--- src/rtl/mem_port_arbiter.sv ---
// Single-ported memory arbiter between instruction-fetch and data ports.
// Define ARB_ROUND_ROBIN_EN to alternate grants on ties; default is fixed data priority.
module mem_port_arbiter #(
  parameter int ADDR_W = 32,
  parameter int DATA_W = 32
) (
  input  logic                clk,
  input  logic                reset,
  input  logic                ip_inst_req,
  input  logic [ADDR_W-1:0]   ip_inst_addr,
  output logic                op_inst_valid,
  output logic [DATA_W-1:0]   op_inst_data,
  input  logic                ip_data_rd,
  input  logic                ip_data_wr,
  input  logic [ADDR_W-1:0]   ip_data_addr,
  input  logic [DATA_W/8-1:0] ip_data_mask,
  input  logic [DATA_W-1:0]   ip_data_wdata,
  output logic                op_data_valid,
  output logic [DATA_W-1:0]   op_data_rdata,
  output logic                op_mem_rd,
  output logic                op_mem_wr,
  output logic [ADDR_W-1:0]   op_mem_addr,
  output logic [DATA_W/8-1:0] op_mem_mask,
  output logic [DATA_W-1:0]   op_mem_wdata,
  input  logic                ip_mem_ready,
  input  logic [DATA_W-1:0]   ip_mem_rdata,
  output logic                op_busy
);

  localparam int MASK_W = DATA_W / 8;

  typedef enum logic [1:0] {IDLE, INST_BUSY, DATA_BUSY} state_t;
  typedef enum logic {GRANT_INST, GRANT_DATA} grant_t;

  state_t state, state_nxt;
  grant_t last_grant;

  logic              inst_req, data_req;
  logic              tie_pick_data;
  logic              grant_inst, grant_data;
  logic              cmd_rd, cmd_wr;
  logic [ADDR_W-1:0] cmd_addr;
  logic [MASK_W-1:0] cmd_mask;
  logic [DATA_W-1:0] cmd_wdata;

  // A port is not re-granted in the cycle its completion pulse is visible.
  always_comb begin
    inst_req = ip_inst_req & ~op_inst_valid;
    data_req = (ip_data_rd | ip_data_wr) & ~op_data_valid;
`ifdef ARB_ROUND_ROBIN_EN
    tie_pick_data = (last_grant == GRANT_INST);
`else
    // Fixed priority: last_grant is tracked but never changes the outcome.
    tie_pick_data = (last_grant == GRANT_INST) | 1'b1;
`endif
    grant_data = (state == IDLE) & data_req & (~inst_req | tie_pick_data);
    grant_inst = (state == IDLE) & inst_req & ~grant_data;
  end

  always_ff @(posedge clk) begin
    if (reset) state <= IDLE;
    else       state <= state_nxt;
  end

  always_comb begin
    state_nxt = state;
    unique case (state)
      IDLE: begin
        if (grant_data)      state_nxt = DATA_BUSY;
        else if (grant_inst) state_nxt = INST_BUSY;
      end
      INST_BUSY, DATA_BUSY: if (ip_mem_ready) state_nxt = IDLE;
      default: state_nxt = IDLE;
    endcase
  end

  always_ff @(posedge clk) begin
    if (reset) begin
      last_grant    <= GRANT_INST;
      cmd_rd        <= 1'b0;
      cmd_wr        <= 1'b0;
      cmd_addr      <= '0;
      cmd_mask      <= '0;
      cmd_wdata     <= '0;
      op_inst_valid <= 1'b0;
      op_inst_data  <= '0;
      op_data_valid <= 1'b0;
      op_data_rdata <= '0;
    end else begin
      op_inst_valid <= 1'b0;
      op_data_valid <= 1'b0;
      if (grant_data) begin
        last_grant <= GRANT_DATA;
        cmd_rd     <= ip_data_rd;
        cmd_wr     <= ip_data_wr;
        cmd_addr   <= ip_data_addr;
        cmd_mask   <= ip_data_wr ? ip_data_mask : '1;
        cmd_wdata  <= ip_data_wdata;
      end else if (grant_inst) begin
        last_grant <= GRANT_INST;
        cmd_rd     <= 1'b1;
        cmd_wr     <= 1'b0;
        cmd_addr   <= ip_inst_addr;
        cmd_mask   <= '1;
        cmd_wdata  <= '0;
      end
      if (state == INST_BUSY && ip_mem_ready) begin
        op_inst_data  <= ip_mem_rdata;
        op_inst_valid <= 1'b1;
      end
      if (state == DATA_BUSY && ip_mem_ready) begin
        op_data_rdata <= cmd_wr ? '0 : ip_mem_rdata;
        op_data_valid <= 1'b1;
      end
    end
  end

  always_comb begin
    op_busy      = (state != IDLE);
    op_mem_rd    = op_busy & cmd_rd;
    op_mem_wr    = op_busy & cmd_wr;
    op_mem_addr  = cmd_addr;
    op_mem_mask  = cmd_mask;
    op_mem_wdata = cmd_wdata;
  end

endmodule

--- config.mk ---
export PLATFORM = sky130hd
export DESIGN_NAME = mem_port_arbiter
export DESIGN_NICKNAME = d
export VERILOG_FILES = /design/src/rtl/mem_port_arbiter.sv
export SDC_FILE = /design/constraint.sdc
export NUM_CORES = 1
export LEC_CHECK = 0
export ABC_AREA = 1
export CORE_MARGIN = 5
export CORE_UTILIZATION = 28
export DETAILED_ROUTE_END_ITERATION = 16
export PLACE_DENSITY = 0.71
export SYNTH_ARGS = -nofsm -noshare
export SYNTH_HDL_FRONTEND = slang
export SYNTH_SLANG_ARGS = --single-unit
--- constraint.sdc ---
create_clock -name clk -period 1.3 [get_ports clk]
set_input_delay 0.195 -clock clk [delete_from_list [all_inputs] [get_ports clk]]
set_output_delay 0.195 -clock clk [all_outputs]
set_load 0.005 [all_outputs]
==> key figures <==
Run status
  • Status: complete, but fails checks
  • Failing checks: setup timing

Route
  • Router iterations before antenna repair: 4
  • DRT met1 WL: 9980 µm
  • Metal3 WL: approximately 1400 µm
  • Routed WL: 22700 µm
  • Post-DR wirelength/cell: between 15 and 20 µm
  • Residual DRC: 0
  • Vias: roughly 6400
  • DRT antenna net count: 0
  • WL met2: between 10000 and 15000 µm
  • Vias per Instance: ~4.7
  • Top routing layer used: met4
  • Initial DRC count: around 270

Hold path
  • Min-delay src: ip_data_wdata[2]
  • Hold Path Depth: 3
  • Hold Crit Endpoint: op_mem_wdata[2]
  • Worst hold path class: input pin to register

Critical path
  • Reg-to-Reg End: op_mem_addr[22]
  • Critical Path Start Type: register
  • CP Capture Type: register
  • Critical-path cell list: inv_2 > ha_4 > buf_8 > nand3_4 > nand2_4 > inv_8 > clkbuf_16 > nor2_2 > nor2_1
  • Worst path buffer plus inverter count: 4
  • Worst Path Required: roughly 1.6 ns
  • Worst reg-to-reg setup slack: -0.22 ns
  • Top Family by Delay on Critical Path: buffers and inverters
  • Worst stage delay on the critical path: between 0.3 and 0.4 ns
  • Crit path kind: register to register
  • R2R cell count: 9
  • WP data arrival: between 1.5 and 2 ns
  • Crit Reg-Reg Startpoint: state[0]
  • Critical-path maximum fanout: 8
  • Slowest-stage cell, CP: dfxtp_2

Cells and area
  • Antenna cells: 0
  • Non-filler cells, final: approximately 1400
  • Share of cells above drive strength 1: 0.178
  • Commonest non-fill, non-tap cells in the layout: nand2_1, clkdlybuf4s50_1, dlygate4sd2_1
  • Area growth syn-to-layout: 78.3%
  • Final-stage net count: ~1200
  • # fillers: between 1500 and 2000
  • Most common cell after layout, fill and taps aside: nand2_1

Global route
  • Pin count of the biggest net entering global routing: 37
  • Vias in the first global route: 5799
  • Initial antenna violation count: 0
  • First-pass GRT wire length: 32200 µm
  • Overflow left after global routing: 0
  • All-Layer GR Usage: 0.171

Clock network
  • CTS sink cnt: roughly 140
  • Worst-skew pair later-pin latency: about 0.4 ns
  • Number of buffers created by CTS: 17
  • CTS tree: done
  • CTS Buffer Depth: 2
  • Worst-path clk slew: approximately 0.06 ns
  • Clock Tree Root: clkbuf_16
  • H-tree depth: 4
  • Hold_buf cts: 0

Power and ir drop
  • Clk pwr share: 0.352
  • Internal power: a little under 0.01 W
  • NetSw: around 0.0041 W
  • Leak pwr: about 4.8 nW
  • PD cells: approximately 1400 nW/µm²
  • Max rail drop VDD: 0.000879 V
  • Combinational power share: 0.294
  • Part of the power in registers: 0.355
  • Switching Share: 0.296

Timing
  • Hold Vio Cnt, Final: 0
  • Clock period minus worst slack: 1.52 ns
  • Slew HR: 0.727
  • Final Skew: between 0.008 and 0.009 ns
  • Setup TNS: -16.02 ns
  • Final period utilization: 1.17
  • Slew Viols, Final: 0
  • Max Freq: 658 MHz
  • RSZ-0062 raised after global routing: yes
  • Hold WS: 0.337 ns
  • Least-Margin Pin Slew: 0.408 ns
  • PnR worst setup slack: -0.220 ns
  • Final setup fails: roughly 110

Yosys
  • Synth unique cells: 20
  • Net Count, Synth: just over 900
  • Syn Inst Count: slightly below 800
  • Sequential-to-total area share from yosys stat: 0.486
  • Post-Syn Area per Cell: roughly 7.3 µm²
  • Synth Warn #: 0
  • Synth Register Bits: 138
  • Cell Area, Synth: between 5000 and 6000 µm²

Floorplan
  • Die area: 23200 µm²
  • Die W: 152 µm
  • Initial Util: 0.283
  • Die outline height: around 150 µm
  • Core Box Area: roughly 20000 µm²
  • Cell Rows: 52
  • IO Count: roughly 280

Place
  • Routability cong.: about 0.8
  • IO Port Bufs: between 200 and 300
  • Placed Instances: approximately 1300
  • DP HPWL: approximately 15000 µm

Run
  • Max Cap Viol: 0
cell families (layout without fill, tap and decap cells):
group	after synthesis	in the layout	share of synthesized area
AO/OA/AOI/OAI	74	74	0.0652
AND/OR/NAND/NOR	478	479	0.377
buffers and inverters	83	392	0.0647
adder cells (fa/ha/maj)	3	3	0.00661
flip-flops	138	138	0.486
routing by layer:
layer | track usage | up-vias
li1 | - | 3149
met1 | 0.218 | 2969
met2 | 0.282 | 229
met3 | 0.0429 | 33
met4 | 0.0619 | 0
met5 | 0 | -
registers in the layout (all words and copies together) (netlist names):
signal	count
op_mem_addr	32
op_inst_data	32
op_inst_valid	1
op_data_rdata	32
cmd_wr	1
op_mem_wdata	32
cmd_rd	1
op_mem_mask	4
op_data_valid	1
state	2
layout make-up:
type / instances / area, µm² / area share
Inverter: 20 / 90.1 / 0.00889
Multi-Input combinational cell: 556 / 2870 / 0.284
Sequential cell: 138 / 2780 / 0.274
Tap cell: 270 / 338 / 0.0333
Timing Repair Buffer: 340 / 3460 / 0.342
Clock buffer: 23 / 478 / 0.0472
Clock inverter: 9 / 114 / 0.0112
power by group through the flow:
stage,Sequential (W),Combinational [W],Clock (W)
floorplan,0.00499,0.00160,0
global placement,0.00495,0.00357,0
detailed placement,0.00497,0.00360,0
CTS,0.00487,0.00347,0.00495
global route,0.00492,0.00439,0.00514
finish,0.00487,0.00403,0.00483
metrics by stage:
| step | power [W] | util | instance area, µm² | setup WS [ns] |
|---|---|---|---|---|
| 2_1_floorplan | 0.00659 | - | 5700 | 0.00873 |
| 3_3_place_gp | 0.00853 | 0.445 | 8940 | -0.298 |
| 3_5_place_dp | 0.00857 | 0.445 | 8940 | -0.330 |
| 4_1_cts | 0.0133 | 0.475 | 9540 | -0.232 |
| 5_1_grt | 0.0145 | 0.504 | 10100 | -0.280 |
| 6_report | 0.0137 | 0.504 | 10100 | -0.220 |
cells in the mapped netlist (all sizes together):
library cell	instances	area, µm²
dfxtp	138	2760
and2	1	6.26
nand4	32	200
nor2	141	534
clkinv	1	3.75
inv	19	71.3
ha	3	37.5
nand2	173	654
a21oi	36	180
nand3b	32	240
buf	39	203
clkbuf	24	90.1
nand3	99	508
o21ai	38	190
worst register-to-register path, cell delays in order, from the launching register on:
cell       delay [ns]
dfxtp_2          0.32
inv_2            0.08
ha_4             0.19
buf_8            0.16
nand3_4          0.14
nand2_4          0.13
inv_8            0.05
clkbuf_16        0.18
nor2_2           0.11
nor2_1           0.05
worst max-delay path by stage:
stage / from / to / slack, ns / cells after the start
after floorplan: state[0] / op_mem_wdata[11] / 0.009 / 7
after global placement: ip_data_rd / op_mem_wdata[12] / -0.30 / 8
after detailed placement: ip_data_rd / op_mem_addr[23] / -0.33 / 9
after CTS: state[1] / op_mem_rd / -0.23 / 5
after global routing: state[0] / op_mem_addr[22] / -0.28 / 9
final: state[0] / op_mem_addr[22] / -0.22 / 9
timing repair:
| item | CTS | global route |
|---|---|---|
| gates cloned | 2 | 12 |
| buffers inserted | 7 | 1 |
| gates resized for setup | 185 | 124 |
| pin swaps | 4 | 14 |
| endpoints found under the setup margin | 272 | 139 |
(Power assumes the default switching activity.)
